### src/rtl/soc_sim_pkg.sv
// Shared encodings and defaults for the Verilator SoC simulation harness.
package soc_sim_pkg;

    // UART monitor states
    typedef enum logic [1:0] {
        MonIdle,
        MonStart,
        MonData,
        MonStop
    } mon_state_e;

    // Harness sequencing states
    typedef enum logic [1:0] {
        HarnResetHold,
        HarnRun,
        HarnDone
    } harn_state_e;

    // End-of-test signature bytes (ACK / NAK)
    localparam logic [7:0] DefaultPassByte = 8'h06;
    localparam logic [7:0] DefaultFailByte = 8'h15;

endpackage

### src/rtl/rvsteel_soc.sv
// Loopback stand-in for rvsteel_soc so the harness elaborates without the SoC sources.
// Echoes uart_rx onto uart_tx one cycle later; the line idles high in reset and
// freezes while halted, mimicking a stopped core.
module rvsteel_soc #(
    parameter int unsigned CLOCK_FREQUENCY  = 50000000,
    parameter int unsigned UART_BAUD_RATE   = 9600,
    parameter int unsigned MEMORY_SIZE      = 32768,
    parameter string       MEMORY_INIT_FILE = "",
    parameter logic [31:0] BOOT_ADDRESS     = 32'h00000000
) (
    input  logic clock,
    input  logic reset,
    input  logic halt,
    input  logic uart_rx,
    output logic uart_tx
);

    logic uart_tx_q;

    // Registered echo of the host line
    always_ff @(posedge clock) begin
        if (reset) begin
            uart_tx_q <= 1'b1;
        end else if (!halt) begin
            uart_tx_q <= uart_rx;
        end
    end

    assign uart_tx = uart_tx_q;

    // Configuration has no effect on the loopback model
    logic unused_cfg;
    assign unused_cfg = ^{CLOCK_FREQUENCY, UART_BAUD_RATE, MEMORY_SIZE, BOOT_ADDRESS,
                          (MEMORY_INIT_FILE != "")};

endmodule

### src/rtl/uart_sim_monitor.sv
// 8N1 LSB-first UART receiver that watches a serial line and reports decoded bytes.
module uart_sim_monitor
    import soc_sim_pkg::*;
#(
    parameter int unsigned CYCLES_PER_BIT = 10
) (
    input  logic       clock,
    input  logic       reset,
    input  logic       rx,
    output logic       rx_valid,
    output logic [7:0] rx_data,
    output logic       frame_error
);

    localparam int unsigned CntW = $clog2(CYCLES_PER_BIT + 1);
    localparam logic [CntW-1:0] LastCnt = CntW'(CYCLES_PER_BIT - 1);
    localparam logic [CntW-1:0] HalfCnt = CntW'(CYCLES_PER_BIT / 2 - 1);

    mon_state_e      state_q, state_d;
    logic [CntW-1:0] cnt_q, cnt_d;
    logic [2:0]      bit_idx_q, bit_idx_d;
    logic [7:0]      shift_q, shift_d;
    logic [7:0]      rx_data_q, rx_data_d;
    logic            rx_valid_q, rx_valid_d;
    logic            frame_error_q, frame_error_d;

    // State register with synchronous reset; a partial frame is discarded on reset
    always_ff @(posedge clock) begin
        if (reset) begin
            state_q       <= MonIdle;
            cnt_q         <= '0;
            bit_idx_q     <= '0;
            shift_q       <= '0;
            rx_data_q     <= '0;
            rx_valid_q    <= 1'b0;
            frame_error_q <= 1'b0;
        end else begin
            state_q       <= state_d;
            cnt_q         <= cnt_d;
            bit_idx_q     <= bit_idx_d;
            shift_q       <= shift_d;
            rx_data_q     <= rx_data_d;
            rx_valid_q    <= rx_valid_d;
            frame_error_q <= frame_error_d;
        end
    end

    // Next-state: mid-bit sampling driven by a per-bit cycle counter
    always_comb begin
        state_d       = state_q;
        cnt_d         = cnt_q;
        bit_idx_d     = bit_idx_q;
        shift_d       = shift_q;
        rx_data_d     = rx_data_q;
        rx_valid_d    = 1'b0;
        frame_error_d = 1'b0;
        case (state_q)
            MonIdle: begin
                cnt_d = '0;
                if (!rx) begin
                    state_d = MonStart;
                end
            end
            MonStart: begin
                if (cnt_q == HalfCnt) begin
                    cnt_d = '0;
                    if (!rx) begin
                        state_d   = MonData;
                        bit_idx_d = '0;
                    end else begin
                        // Line went back high before mid start bit: glitch
                        state_d = MonIdle;
                    end
                end else begin
                    cnt_d = cnt_q + 1'b1;
                end
            end
            MonData: begin
                if (cnt_q == LastCnt) begin
                    cnt_d   = '0;
                    shift_d = {rx, shift_q[7:1]};
                    if (bit_idx_q == 3'd7) begin
                        state_d = MonStop;
                    end else begin
                        bit_idx_d = bit_idx_q + 1'b1;
                    end
                end else begin
                    cnt_d = cnt_q + 1'b1;
                end
            end
            MonStop: begin
                if (cnt_q == LastCnt) begin
                    cnt_d   = '0;
                    state_d = MonIdle;
                    if (rx) begin
                        rx_data_d  = shift_q;
                        rx_valid_d = 1'b1;
                    end else begin
                        frame_error_d = 1'b1;
                    end
                end else begin
                    cnt_d = cnt_q + 1'b1;
                end
            end
            default: state_d = MonIdle;
        endcase
    end

    assign rx_valid    = rx_valid_q;
    assign rx_data     = rx_data_q;
    assign frame_error = frame_error_q;

endmodule

### src/rtl/soc_sim_harness.sv
// Simulation top: sequences SoC reset, decodes its UART output and judges end of test.
module soc_sim_harness
    import soc_sim_pkg::*;
#(
    parameter int unsigned CLOCK_FREQUENCY  = 50000000,
    parameter int unsigned UART_BAUD_RATE   = 9600,
    parameter int unsigned MEMORY_SIZE      = 32768,
    parameter string       MEMORY_INIT_FILE = "",
    parameter logic [31:0] BOOT_ADDRESS     = 32'h00000000,
    parameter int unsigned RESET_CYCLES     = 16,
    parameter int unsigned TIMEOUT_CYCLES   = 1000000,
    parameter logic [7:0]  PASS_BYTE        = DefaultPassByte,
    parameter logic [7:0]  FAIL_BYTE        = DefaultFailByte
) (
    input  logic        clock,
    input  logic        reset,
    input  logic        halt,
    input  logic        uart_rx,
    output logic        uart_tx,
    output logic        rx_valid,
    output logic [7:0]  rx_data,
    output logic        frame_error,
    output logic        test_done,
    output logic        test_pass,
    output logic        test_timeout,
    output logic [31:0] cycle_count
);

    // Monitor needs at least 4 cycles per bit for a meaningful mid-bit sample
    localparam int unsigned CyclesPerBit = CLOCK_FREQUENCY / UART_BAUD_RATE;
    localparam logic [31:0] HoldLast     = 32'(RESET_CYCLES - 1);
    localparam bit          TimeoutEn    = (TIMEOUT_CYCLES != 0);
    localparam logic [31:0] TimeoutLast  = TimeoutEn ? 32'(TIMEOUT_CYCLES - 1) : 32'd0;

    harn_state_e state_q, state_d;
    logic [31:0] hold_cnt_q, hold_cnt_d;
    logic [31:0] cycle_count_q, cycle_count_d;
    logic        done_q, done_d;
    logic        pass_q, pass_d;
    logic        timeout_q, timeout_d;
    logic        soc_reset;
    logic        soc_halt;

    // Harness reset reaches the SoC combinationally so it is reasserted in the same cycle
    assign soc_reset = reset | (state_q == HarnResetHold);
    assign soc_halt  = halt | (state_q == HarnDone);

    rvsteel_soc #(
        .CLOCK_FREQUENCY  (CLOCK_FREQUENCY),
        .UART_BAUD_RATE   (UART_BAUD_RATE),
        .MEMORY_SIZE      (MEMORY_SIZE),
        .MEMORY_INIT_FILE (MEMORY_INIT_FILE),
        .BOOT_ADDRESS     (BOOT_ADDRESS)
    ) u_soc (
        .clock   (clock),
        .reset   (soc_reset),
        .halt    (soc_halt),
        .uart_rx (uart_rx),
        .uart_tx (uart_tx)
    );

    uart_sim_monitor #(
        .CYCLES_PER_BIT (CyclesPerBit)
    ) u_monitor (
        .clock       (clock),
        .reset       (reset),
        .rx          (uart_tx),
        .rx_valid    (rx_valid),
        .rx_data     (rx_data),
        .frame_error (frame_error)
    );

    // Harness state and sticky result flags
    always_ff @(posedge clock) begin
        if (reset) begin
            state_q       <= HarnResetHold;
            hold_cnt_q    <= '0;
            cycle_count_q <= '0;
            done_q        <= 1'b0;
            pass_q        <= 1'b0;
            timeout_q     <= 1'b0;
        end else begin
            state_q       <= state_d;
            hold_cnt_q    <= hold_cnt_d;
            cycle_count_q <= cycle_count_d;
            done_q        <= done_d;
            pass_q        <= pass_d;
            timeout_q     <= timeout_d;
        end
    end

    // Next-state: reset hold, run with byte/timeout judging, then frozen done
    always_comb begin
        state_d       = state_q;
        hold_cnt_d    = hold_cnt_q;
        cycle_count_d = cycle_count_q;
        done_d        = done_q;
        pass_d        = pass_q;
        timeout_d     = timeout_q;
        case (state_q)
            HarnResetHold: begin
                if (hold_cnt_q == HoldLast) begin
                    hold_cnt_d = '0;
                    state_d    = HarnRun;
                end else begin
                    hold_cnt_d = hold_cnt_q + 32'd1;
                end
            end
            HarnRun: begin
                // Signature bytes take priority over a coincident timeout; the count
                // freezes on the transition edge so a timeout reports TIMEOUT_CYCLES-1
                if (rx_valid && (rx_data == PASS_BYTE)) begin
                    state_d = HarnDone;
                    done_d  = 1'b1;
                    pass_d  = 1'b1;
                end else if (rx_valid && (rx_data == FAIL_BYTE)) begin
                    state_d = HarnDone;
                    done_d  = 1'b1;
                    pass_d  = 1'b0;
                end else if (TimeoutEn && (cycle_count_q == TimeoutLast)) begin
                    state_d   = HarnDone;
                    done_d    = 1'b1;
                    pass_d    = 1'b0;
                    timeout_d = 1'b1;
                end else if (cycle_count_q != 32'hFFFF_FFFF) begin
                    cycle_count_d = cycle_count_q + 32'd1;
                end
            end
            HarnDone: begin
                state_d = HarnDone;
            end
            default: state_d = HarnResetHold;
        endcase
    end

    assign test_done    = done_q;
    assign test_pass    = pass_q;
    assign test_timeout = timeout_q;
    assign cycle_count  = cycle_count_q;

endmodule
### config.mk
export PLATFORM = sky130hd
export DESIGN_NAME = soc_sim_harness
export DESIGN_NICKNAME = d
export VERILOG_FILES = /design/src/rtl/soc_sim_pkg.sv /design/src/rtl/rvsteel_soc.sv /design/src/rtl/uart_sim_monitor.sv /design/src/rtl/soc_sim_harness.sv
export SDC_FILE = /design/constraint.sdc
export NUM_CORES = 1
export LEC_CHECK = 0
export BUFFER_PORTS_ARGS = -buffer_cell sky130_fd_sc_hd__buf_2
export CORE_MARGIN = 5
export CORE_UTILIZATION = 59
export DETAILED_ROUTE_END_ITERATION = 6
export PLACE_DENSITY = 0.86
export SLEW_MARGIN = 30
export SYNTH_ARGS = -nofsm -noshare
export SYNTH_HDL_FRONTEND = slang
export SYNTH_SLANG_ARGS = --single-unit
export TNS_END_PERCENT = 5
### constraint.sdc
create_clock -name clock -period 2.7 [get_ports clock]
set_input_delay 0 -clock clock [delete_from_list [all_inputs] [get_ports clock]]
set_output_delay 0 -clock clock [all_outputs]
set_load 0.005 [all_outputs]
---- After elaboration in Yosys (flattened, before gate mapping) ----
Index checks and enable logic that the tools add are counted.
storage, ports and cells
  bits in registers ....................... 106
  input bits .............................. 4
  output and inout port bits .............. 46
  word-level logic and storage cells ...... 92
operators by class
  $add $sub $neg .......................... 4
  equality and inequality tests ........... 22
  mux-type cells .......................... 29
  bitwise operators ....................... 7
  reduce and logical (&&, ||, !) cells .... 16
operators with widths
  kind                                                                     number
  32-bit by 1-bit adder with 32-bit output, second input constant          2
  13-bit one-hot mux with 3 select lines                                   1
  32-bit by 20-bit equality test with 1-bit output, second input constant  1
  32-bit by 4-bit equality test with 1-bit output, second input constant   1
  32-bit 2-to-1 mux                                                        1
  32-bit inequality test, second input constant                            1
  13-bit 2-to-1 mux                                                        2
  2-bit 2-to-1 mux                                                         10
  5-bit AND reduction                                                      3
  13-bit by 1-bit adder with 13-bit output, second input constant          1
  13-bit by 12-bit equality test with 1-bit output, second input constant  1
  13-bit equality test, second input constant                              1
  3-bit 2-to-1 mux                                                         4
  2-bit by 1-bit inequality test with 1-bit output, second input constant  5
  8-bit by 3-bit equality test with 1-bit output, second input constant    1
  8-bit by 5-bit equality test with 1-bit output, second input constant    1
  1-bit 2-to-1 mux                                                         8
  2-bit one-hot mux with 4 select lines                                    1
  2-bit equality test, second input constant                               3
  2-bit inequality test, second input constant                             3
  2-bit one-hot mux with 3 select lines                                    1
  3-bit one-hot mux with 2 select lines                                    1
  2-bit AND reduction                                                      3
  1-bit NOT                                                                5
  13 further kinds                                                         17

---- Longest topological paths before layout ----
Gate-level depths: netlist (run 1).
  depth in word-level cells ............... 5
  gate-level depth with buffers ........... 10
  mapped depth without buffers ............ 8

---- Modules after synthesis ----
A second synthesis (run 1) with hierarchy kept.
unflattened totals
  cells, all modules ...................... 610
  area, all modules ....................... 5,317.6 µm²
modules (own cells, without submodules)
  module            times used  cells an instance  area each (µm²)  sequential area each (µm²)
  soc_sim_harness   1           428                3,590.9          1,381.3
  uart_sim_monitor  1           179                1,691.6          720.7
  rvsteel_soc       1           3                  35.0             20.0

---- Worst setup path before layout (run 1) ----
OpenSTA, ideal clock, no wires.
  path type ............................... register to register
  from .................................... reg state_q[0]
  to ...................................... reg hold_cnt_q[24]
  setup time .............................. 0.070 ns
  arrival time ............................ 2.003 ns
  data required time ...................... 2.630 ns
  path slack .............................. 0.627 ns
  cell stages (with the launch flop) ...... 10
  buffers on the path ..................... 1
  clock period less this slack ............ 2.073 ns
  cell sequence ........................... dfxtp_1 -> inv_1 -> ha_1 -> buf_2 -> nand4_1 -> nor2_2 -> nand2_1 -> or3_1 -> or3_1 -> a21oi_1
on the way
  longest elaborated chain between the ends .. 1
ends and longest elaborated chain
  element                 line                    RTL
  from (decl)             soc_sim_harness.sv:35   harn_state_e state_q, state_d;
  from (signal assigned)  soc_sim_harness.sv:76   state_q <= HarnResetHold;
  from (signal assigned)  soc_sim_harness.sv:83   state_q <= state_d;
  2-bit logical NOT       soc_sim_harness.sv:100  case (state_q)
  to (signal assigned)    soc_sim_harness.sv:84   hold_cnt_q <= hold_cnt_d;
  to (decl)               soc_sim_harness.sv:36   logic [31:0] hold_cnt_q, hold_cnt_d;
Every way passes these cells.
A chain may end at the register's enable or synchronous reset.

---- Worst setup path in the final report (run 1) ----
  from .................................... reg state_q[1]
  to ...................................... reg hold_cnt_q[24]
The elaborated chain is that of the path after synthesis.

==> results.yml, run 1 <==
outcome:
  result_of_the_run: "complete, no violations"
synth:
  yosysWarnings: 0
  synth-seq-area-share_pct: 42.79
  synth_edf_count: 0
  syn-num-nets: 592
  postSynth.asyncResetShare_pct: 0
  avgSynthCellArea_um2: 8.551
  synthDistinctLibCells: 55
  post_synth_inst_count: 580
  syn_area_um2: 4960
  synthFlopType: "sky130_fd_sc_hd__dfxtp_1"
  synth.ff_latch_count: 106
place:
  io_buffer_count: 49
  place_congestion: 0.8787
  place.detailed.instances: 720
  hpwlAfterDp_um: 7562
  detailed_place.area_um2: 5269
final_layout:
  layout.nets: 641
  final_area_um2: 5530
  layout.cells.non_filler: 739
  antennaDiodeCount: 0
  drive_gt1_share_pct: 13.56
  flow.area_growth_from_synthesis_pct: 11.50
clocking:
  max-clock-path-buffers: 2
  cts.sink_count: 106
  tritoncts: "done"
  tritoncts.num_buffers: 9
  worst_setup_hold_path_clk_slew_ns: 0.11
  cts-htree-levels: 3
  post_cts_resized: 0
  clk_root_buffer_cell: "sky130_fd_sc_hd__clkbuf_8"
  clock_latency_ns: 0.38
timing:
  timing.max_slew.rel_slack_pct: 42.78
  maxClockFrequency_ghz: 0.4285
  clk_skew_ns: 0.01706
  post_route_fraction_of_the_period_consumed_by_the_critical_path_pct: 86.43
  final-setup-viol-count: 0
  setup_tns_ns: 0
  finalWorstPathRequiredPeriod_ns: 2.334
  grt_setup_unrepaired: "false"
  finalMaxSlewViolations: 0
  final_hold_viol_count: 0
  worst-slew-pin-transition_ns: 0.8582
floorplan:
  floorplan.die_area_um2: 10340
  dieHeight_um: 101.7
  top_level_ports: 50
  std_cell_rows: 33
  initial_core_util_pct: 60.36
  core_outline_area_um2: 8217
  die_width_um: 101.7
routing:
  route.detailed.vias_per_inst: 5.897
  dr_total_vias: 4358
  drt-total-wl_um: 10690
  routedWlPerCell_um: 14.47
  detail_route.first_pass.iterations: 5
  detail_route.iter0.violations: 258
  antenna_left: 0
  post-route-drc-count: 0
worst_setup_path:
  crit_start: "state_q[1]"
  critical_path_buf_inv_count: 1
  crit_required_ns: 3.00
  crit_path_start_kind: "flip-flop"
  slowest_stage: "sky130_fd_sc_hd__or3_1"
  data_arrival_time_at_the_worst_slack_endpoint_ns: 2.63
  ff2ff_path_depth: 8
  timing.rr.end: "hold_cnt_q[24]"
  critical_path_cell_count: 8
  minimum_setup_slack_among_reg_to_reg_paths_ns: 0.37
  crit_fanout: 9
  critical_path.max_stage_delay_ns: 0.36
  timing.rr.start: "state_q[1]"
  critical_path_end_type: "flip-flop"
  cp_cell_sequence: "inv_1 > ha_1 > nand4_1 > nor2_2 > nand2_1 > or3_1 > or3_1 > a21oi_1"
  crit_path_frequent_cell: "sky130_fd_sc_hd__or3_1"
  setup_crit_end: "hold_cnt_q[24]"
  path_delay_family: "simple AND/OR/NAND/NOR gates"
  setup_crit_path_kind: "reg2reg"
global_route:
  grt_first_pass_wirelength_um: 18060
  grt.total_usage_pct: 21.14
  antenna_found_initial: 0
  globalRouteOverflowTotal: 0
  grt_max_degree: 47
  grt_pass1_vias: 4057
power_and_ir_drop:
  p_leak_nw: 2.034
  power.density_nw_per_um2: 484.5
  vdd.ir_drop.worst_mv: 0.3089
  report.power.total_mw: 2.679
min_path:
  hold_path_class: "in2reg"
run:
  maxCapViolations: 0
## Yosys cell counts (all sizes together), types with 12 or more instances
| library cell | n | area share [%] |
|---|---|---|
| mux2i | 12 | 2.4 |
| nand2 | 46 | 3.5 |
| and3 | 12 | 1.5 |
| xor2 | 29 | 5.1 |
| or4 | 13 | 2.1 |
| nor2 | 84 | 6.4 |
| or3 | 15 | 2.0 |
| nand3 | 44 | 4.5 |
| a21oi | 40 | 4.0 |
| inv | 14 | 1.1 |
| nand4 | 19 | 2.4 |
| nor4 | 14 | 2.0 |
| o21ai | 15 | 1.5 |
| dfxtp | 106 | 43 |
| clkbuf | 12 | 0.91 |
| xnor2 | 18 | 3.2 |
## cell usage in the layout, fill, tap and decap left out, drive strengths merged, types with 2 or more instances in the layout
cell         count
a211oi           2
a21o             2
a21oi           40
and2             2
and3            12
and4             8
buf             55
clkbuf           9
clkinv           3
dfxtp          106
dlygate4sd3      3
ha               8
inv             17
mux2             2
mux2i           12
nand2           46
nand2b           6
nand3           44
nand3b           4
nand4           19
nor2            84
nor2b            4
nor3            11
nor4            14
nor4b            6
o21ai           15
o31ai            8
or2              2
or3             15
or4             13
or4b             3
xnor2           18
xor2            29
## worst min path at each step
stage / from / cells after the start / to
finish: reset / 2 / cycle_count[3]
floorplan: uart_rx / 2 / u_soc.uart_tx
CTS: reset / 2 / cycle_count[26]
global route: reset / 2 / cycle_count[26]
detailed placement: uart_rx / 3 / u_soc.uart_tx
global placement: uart_rx / 3 / u_soc.uart_tx
## flip-flops by register name, indices dropped and copies added, names as in the netlist, named ones only
register               flops
cycle_count               32
hold_cnt_q                32
state_q                    2
test_done                  1
test_pass                  1
test_timeout               1
u_monitor.bit_idx_q        3
u_monitor.cnt_q           13
u_monitor.frame_error      1
u_monitor.rx_data          8
u_monitor.rx_valid         1
u_monitor.shift_q          8
u_monitor.state_q          1
u_soc.uart_tx              1
## repair_timing
| action | in CTS | in global routing |
|---|---|---|
| hold buffers | 3 | 0 |
| endpoints found under the hold margin | 1 | 0 |
| setup buffers | 0 | 0 |
## metal layers
| metal | GRT usage [%] | share of wire [%] | up-vias |
|---|---|---|---|
| met1 | 26.77 | 42 | 2047 |
| li1 | - | - | 2157 |
| met2 | 35.76 | 50 | 136 |
| met5 | 0 | 0 | - |
| met3 | 4.477 | 6.5 | 18 |
| met4 | 7.260 | 1.6 | 0 |
## cells by family (layout without fill, tap and decap cells)
family,count (synthesis),in the layout,synth area share [%]
adder cells (fa/ha/maj),8,8,2.018
AND/OR/NAND/NOR,298,298,32.42
AO/OA/AOI/OAI,73,73,8.275
XOR/XNOR,47,47,8.300
multiplexers,14,14,2.876
buffers and inverters,34,88,3.330
flip-flops,106,106,42.79
## final cells by class
type | count | area, µm²
timing repair buffer | 58 | 320.3
clock buffer | 9 | 123.9
tap | 105 | 131.4
clock inverter | 7 | 107.6
fill | 641 | 2686
sequential | 106 | 2122
multi-input combinational | 440 | 2673
inverter | 14 | 52.55
## worst register-to-register path, cell delays in order, from the launching register on
cell	delay, ns
sky130_fd_sc_hd__dfxtp_1	0.35
sky130_fd_sc_hd__inv_1	0.09
sky130_fd_sc_hd__ha_1	0.35
sky130_fd_sc_hd__nand4_1	0.22
sky130_fd_sc_hd__nor2_2	0.30
sky130_fd_sc_hd__nand2_1	0.11
sky130_fd_sc_hd__or3_1	0.36
sky130_fd_sc_hd__or3_1	0.31
sky130_fd_sc_hd__a21oi_1	0.15
## report_power, final
group          internal (mW)  switching, mW  total (mW)  leakage [nW]
Combinational         0.0119         0.0307      0.0426          1.07
Clock                  0.465          0.600        1.07         0.115
Sequential              1.57        0.00491        1.57         0.854
Total                   2.04          0.636        2.68          2.03
## per-stage QoR
| stage | hold WS, ns | util (%) | worst slack [ns] |
|---|---|---|---|
| after floorplan | 0.1222 | - | 0.6269 |
| after global placement | 0.2219 | 64.12 | 0.4745 |
| after detailed placement | 0.2222 | 64.12 | 0.3916 |
| after CTS | 0.2013 | 67.31 | 0.3598 |
| after global routing | 0.2657 | 67.31 | 0.1180 |
| final | 0.2270 | 67.31 | 0.3664 |
(Power assumes the default switching activity.)
==> inputs of run 2 (changes only) <==
--- a/config.mk
+++ b/config.mk
@@ -6,7 +6,7 @@
 export NUM_CORES = 1
 export LEC_CHECK = 0
 export BUFFER_PORTS_ARGS = -buffer_cell sky130_fd_sc_hd__buf_2
-export CORE_MARGIN = 5
+export CORE_MARGIN = 1
 export CORE_UTILIZATION = 59
 export DETAILED_ROUTE_END_ITERATION = 6
 export PLACE_DENSITY = 0.86
==> run 2 against run 1 <==
Against the previous run: clock power shrank 13%; global-route usage is 3.6 points higher; largest cell class unchanged; first-iteration DRC count is 31% lower; critical path depth fell by 2; hold slack got worse by 0.023 ns; via count decreased by 1.3%; wire length fell by 3.9%; maximum frequency is 0.24% lower; combinational power about the same; utilization decreased by 0.10 points; cell count stayed put.
==> results.yml, run 2 (synthesis results as in run 1) <==
power_and_ir_drop:
  internal-power_mw: 1.939
  share_clk_of_total_power_pct: 36.6
  switching_power_mw: 0.6080
  power.sequential.fraction_pct: 61.7
  power.density_nw_per_um2: 463.6
  p_leak_nw: 2.014
  netSwitchingFraction_pct: 23.87
  vdd.ir_drop.worst_mv: 0.2855
  report.power.total_mw: 2.547
  comb_power_share_pct: 1.7
place:
  hpwlAfterDp_um: 7326
  detailedPlace.worstSlack_ns: 0.3981
  detailed_place.area_um2: 5269
  io_buffer_count: 49
  place_congestion: 0.8853
worst_setup_path:
  crit_path_start_kind: "flip-flop"
  ff2ff_path_depth: 6
  crit_fanout: 18
  setup_crit_path_kind: "reg2reg"
  crit_required_ns: 2.97
  critical_path_end_type: "flip-flop"
  data_arrival_time_at_the_worst_slack_endpoint_ns: 2.61
timing:
  clk_skew_ns: 0.01627
  finalMaxSlewViolations: 0
  post_route_fraction_of_the_period_consumed_by_the_critical_path_pct: 86.64
  setup_ws_ns: 0.3607
  final_hold_viol_count: 0
  worst-slew-pin-transition_ns: 0.8424
  maxClockFrequency_ghz: 0.4275
  worst_hold_slack_ns: 0.2039
  finalWorstPathRequiredPeriod_ns: 2.339
  grt_setup_unrepaired: "false"
  timing.max_slew.rel_slack_pct: 43.84
  final-setup-viol-count: 0
  setup_tns_ns: 0
floorplan:
  initial_core_util_pct: 60.67
  dieHeight_um: 93.69
  top_level_ports: 50
  die_width_um: 93.69
  floorplan.die_area_um2: 8777
  core_outline_area_um2: 8175
  std_cell_rows: 33
final_layout:
  flow.area_growth_from_synthesis_pct: 10.77
  mostFrequentLayoutCells: "106 x sky130_fd_sc_hd__dfxtp_1, 83 x sky130_fd_sc_hd__nor2_1, 49 x sky130_fd_sc_hd__buf_2"
  multi_input_area_um2: 2673
  regArea_um2: 2122
  drive_gt1_share_pct: 13.56
  mostFrequentLayoutCell: "sky130_fd_sc_hd__dfxtp_1"
  final.fill_count: 648
  final_area_um2: 5494
  layout.nets: 641
  antennaDiodeCount: 0
min_path:
  hold_path_class: "in2reg"
  worstHoldPathCells: 2
run:
  maxCapViolations: 0
clocking:
  tritoncts: "done"
  worst_setup_hold_path_clk_slew_ns: 0.11
  cts.sink_count: 106
  clock_latency_ns: 0.38
  max-clock-path-buffers: 2
  cts-htree-levels: 3
  tritoncts.num_buffers: 9
  postCtsSetupRepairBufs: 0
  clk_root_buffer_cell: "sky130_fd_sc_hd__clkbuf_8"
routing:
  dr_total_vias: 4301
  post-route-drc-count: 0
  routedWlPerCell_um: 13.90
  detail_route.first_pass.iterations: 5
  detail_route.iter0.violations: 179
  drt-total-wl_um: 10280
  antenna_left: 0
  route.detailed.vias_per_inst: 5.820
global_route:
  grt_first_pass_wirelength_um: 17620
  grt.total_usage_pct: 24.78
  grt_max_degree: 48
  grt_pass1_vias: 4045
  antenna_found_initial: 0
  globalRouteOverflowTotal: 0
outcome:
  result_of_the_run: "complete, no violations"
-- run 2: cell count changes in the layout (fill, tap and decap cells not counted) --
cell                         previous run  this run
sky130_fd_sc_hd__bufinv_16              1         0
sky130_fd_sc_hd__clkinv_4               0         1
sky130_fd_sc_hd__clkinv_8               3         1
sky130_fd_sc_hd__clkinvlp_4             0         2
sky130_fd_sc_hd__inv_6                  2         1
sky130_fd_sc_hd__inv_8                  1         2
-- run 2: worst paths after layout --
path                   start         endpoint  slack (ns)
max          cycle_count[24]  cycle_count[31]        0.36
min reg2reg        test_done        test_done        0.45
max reg2reg  cycle_count[24]  cycle_count[31]        0.36
min                    reset        flip-flop        0.20
-- run 2: metal layers --
layer | GRT usage (%) | vias up | part of all wire, %
li1 | - | 2172 | -
met1 | 30.47 | 2001 | 45
met2 | 41.85 | 105 | 49
met3 | 5.016 | 23 | 4.7
met4 | 10.77 | 0 | 2.0
met5 | 0 | - | 0
-- run 2: timing repair --
action                                 in CTS  in global routing
resized for setup                           0                  0
hold buffers                                3                  0
endpoints found under the hold margin       1                  0
-- run 2: power groups by stage --
stage	clock network (mW)	registers [mW]	logic, mW
after floorplan	0	1.61	0.0327
after global placement	0	1.61	0.0379
after detailed placement	0	1.61	0.0405
after CTS	0.954	1.57	0.0429
after global routing	1.03	1.57	0.0480
final	0.933	1.57	0.0429
-- run 2: final cells by class --
cell class	instances	share of cell area, %
inverter	14	0.9565
clock inverter	7	1.298
multi-input combinational	440	48.64
timing repair buffer	58	5.830
tap	105	2.391
sequential	106	38.62
clock buffer	9	2.255
-- run 2: critical path, stage by stage, from the launching register on --
cell and delay, ns:
sky130_fd_sc_hd__dfxtp_1 0.38, sky130_fd_sc_hd__nor4_1 0.41, sky130_fd_sc_hd__nand4_1 0.20, sky130_fd_sc_hd__or4_4 0.59
sky130_fd_sc_hd__nand3_2 0.28, sky130_fd_sc_hd__nor4_1 0.10, sky130_fd_sc_hd__mux2_2 0.28
-- run 2: per-stage QoR --
stage | cells | util [%]
3_5_place_dp | 720 | 64.45
2_1_floorplan | 580 | -
4_1_cts | 739 | 67.20
6_report | 739 | 67.20
5_1_grt | 739 | 67.20
3_3_place_gp | 720 | 64.45
==> inputs of run 3 (changes only) <==
--- a/config.mk
+++ b/config.mk
@@ -7,9 +7,10 @@
 export LEC_CHECK = 0
 export BUFFER_PORTS_ARGS = -buffer_cell sky130_fd_sc_hd__buf_2
 export CORE_MARGIN = 1
-export CORE_UTILIZATION = 59
+export CORE_UTILIZATION = 25
+export CTS_CLUSTER_SIZE = 40
 export DETAILED_ROUTE_END_ITERATION = 6
-export PLACE_DENSITY = 0.86
+export PLACE_DENSITY = 0.46
 export SLEW_MARGIN = 30
 export SYNTH_ARGS = -nofsm -noshare
 export SYNTH_HDL_FRONTEND = slang
==> run 3 against run 2 <==
Against the previous run: power increased by 19%; clock skew fell by 0.012 ns; maximum frequency up 1.6%; critical path type unchanged.
==> results.yml, run 3 (synthesis results as in run 1) <==
outcome:
  result_of_the_run: "complete, no violations"
worst_setup_path:
  crit_required_ns: 2.94
  data_arrival_time_at_the_worst_slack_endpoint_ns: 2.55
  critical_path.max_stage_delay_ns: 0.59
  cp_cell_sequence: "nor4_1 > nand4_1 > or4_4 > nand3_2 > nor4_1 > mux2_2"
  crit_path_start_kind: "flip-flop"
  slowest_stage: "sky130_fd_sc_hd__or4_4"
  setup_crit_path_kind: "reg2reg"
  crit_path_frequent_cell: "sky130_fd_sc_hd__nor4_1"
  crit_fanout: 18
  critical_path_buf_inv_count: 0
  critical_path_end_type: "flip-flop"
  path_delay_family: "simple AND/OR/NAND/NOR gates"
timing:
  maxClockFrequency_ghz: 0.4344
  finalMaxSlewViolations: 0
  grt_setup_unrepaired: "false"
  setup_tns_ns: 0
  final_hold_viol_count: 0
  worst-slew-pin-transition_ns: 0.8360
  worst_hold_slack_ns: 0.2321
  final-setup-viol-count: 0
  clk_skew_ns: 0.004573
  finalWorstPathRequiredPeriod_ns: 2.302
  timing.max_slew.rel_slack_pct: 44.27
  post_route_fraction_of_the_period_consumed_by_the_critical_path_pct: 85.25
place:
  place_congestion: 0.8088
  io_buffer_count: 49
  hpwlAfterDp_um: 8129
power_and_ir_drop:
  vdd.ir_drop.worst_mv: 0.2947
  power.density_nw_per_um2: 516.0
  p_leak_nw: 2.093
  report.power.total_mw: 3.018
routing:
  detail_route.iter0.violations: 179
  post-route-drc-count: 0
  route.detailed.vias_per_inst: 4.684
  routedWlPerCell_um: 12.50
  drt-total-wl_um: 11300
  antenna_left: 0
  detail_route.first_pass.iterations: 4
  dr_total_vias: 4234
final_layout:
  flow.area_growth_from_synthesis_pct: 17.94
  layout.nets: 646
  antennaDiodeCount: 0
  regArea_um2: 2122
  utilization_pct: 30.05
  mostFrequentLayoutCells: "106 x sky130_fd_sc_hd__dfxtp_1, 83 x sky130_fd_sc_hd__nor2_1, 49 x sky130_fd_sc_hd__buf_2"
  mostFrequentLayoutCell: "sky130_fd_sc_hd__dfxtp_1"
  drive_gt1_share_pct: 13.77
  multi_input_area_um2: 2673
  final.fill_count: 2077
clocking:
  clock_latency_ns: 0.35
  tritoncts: "done"
  tritoncts.num_buffers: 9
  cts.sink_count: 106
  postCtsSetupRepairBufs: 0
  clk_root_buffer_cell: "sky130_fd_sc_hd__clkbuf_16"
  worst_setup_hold_path_clk_slew_ns: 0.07
  ctsHoldBuffers: 3
  cts-htree-levels: 3
  post_cts_resized: 0
  max-clock-path-buffers: 2
global_route:
  antenna_found_initial: 0
  grt_first_pass_wirelength_um: 18820
  grt_max_degree: 45
  grt_pass1_vias: 3930
  globalRouteOverflowTotal: 0
  grt.total_usage_pct: 11.51
floorplan:
  die_width_um: 142.9
  floorplan.die_area_um2: 20410
  dieHeight_um: 142.9
  initial_core_util_pct: 25.48
  core_outline_area_um2: 19460
  top_level_ports: 50
  std_cell_rows: 51
min_path:
  hold_path_class: "in2reg"
run:
  maxCapViolations: 0
[run 3: path summary, 6_finish.rpt]
kind                        start         endpoint  slack [ns]  depth (start not counted)
setup / recovery  cycle_count[31]  cycle_count[31]        0.40                          6
hold / removal              reset        flip-flop        0.23                          2
setup reg to reg  cycle_count[31]  cycle_count[31]        0.40                          6
hold reg to reg         test_done        test_done        0.45                          2
[run 3: metrics by stage]
stage / worst slack [ns] / cells / area (µm²)
2_1_floorplan: 0.6269 / 580 / 4960
3_3_place_gp: 0.4525 / 885 / 5507
3_5_place_dp: 0.4022 / 885 / 5507
4_1_cts: 0.3734 / 904 / 5849
5_1_grt: 0.1820 / 904 / 5849
6_report: 0.3981 / 904 / 5849
[run 3: report_power, final]
part	internal (mW)	total (mW)	switching (mW)
clock	0.816	1.40	0.588
combinational	0.0119	0.0435	0.0316
sequential	1.57	1.57	0.00440
total	2.39	3.02	0.624
[run 3: area by class of cell]
cell class	instances	area share (%)
flip-flops and latches	106	36.28
clock buffers	12	4.043
well taps	265	5.668
repair buffers	63	6.118
inverters	14	0.8984
multi-input cells	440	45.69
clock inverters	4	1.305
[run 3: per-layer routing]
metal | part of all wire (%) | track usage (%) | up-vias | routed length, µm
met5 | 0 | 0 | - | 0
met4 | 1.9 | 4.641 | 0 | 209
met3 | 3.0 | 2.683 | 18 | 337
met2 | 47 | 18.89 | 62 | 5266
met1 | 49 | 14.50 | 1980 | 5484
li1 | - | - | 2174 | -
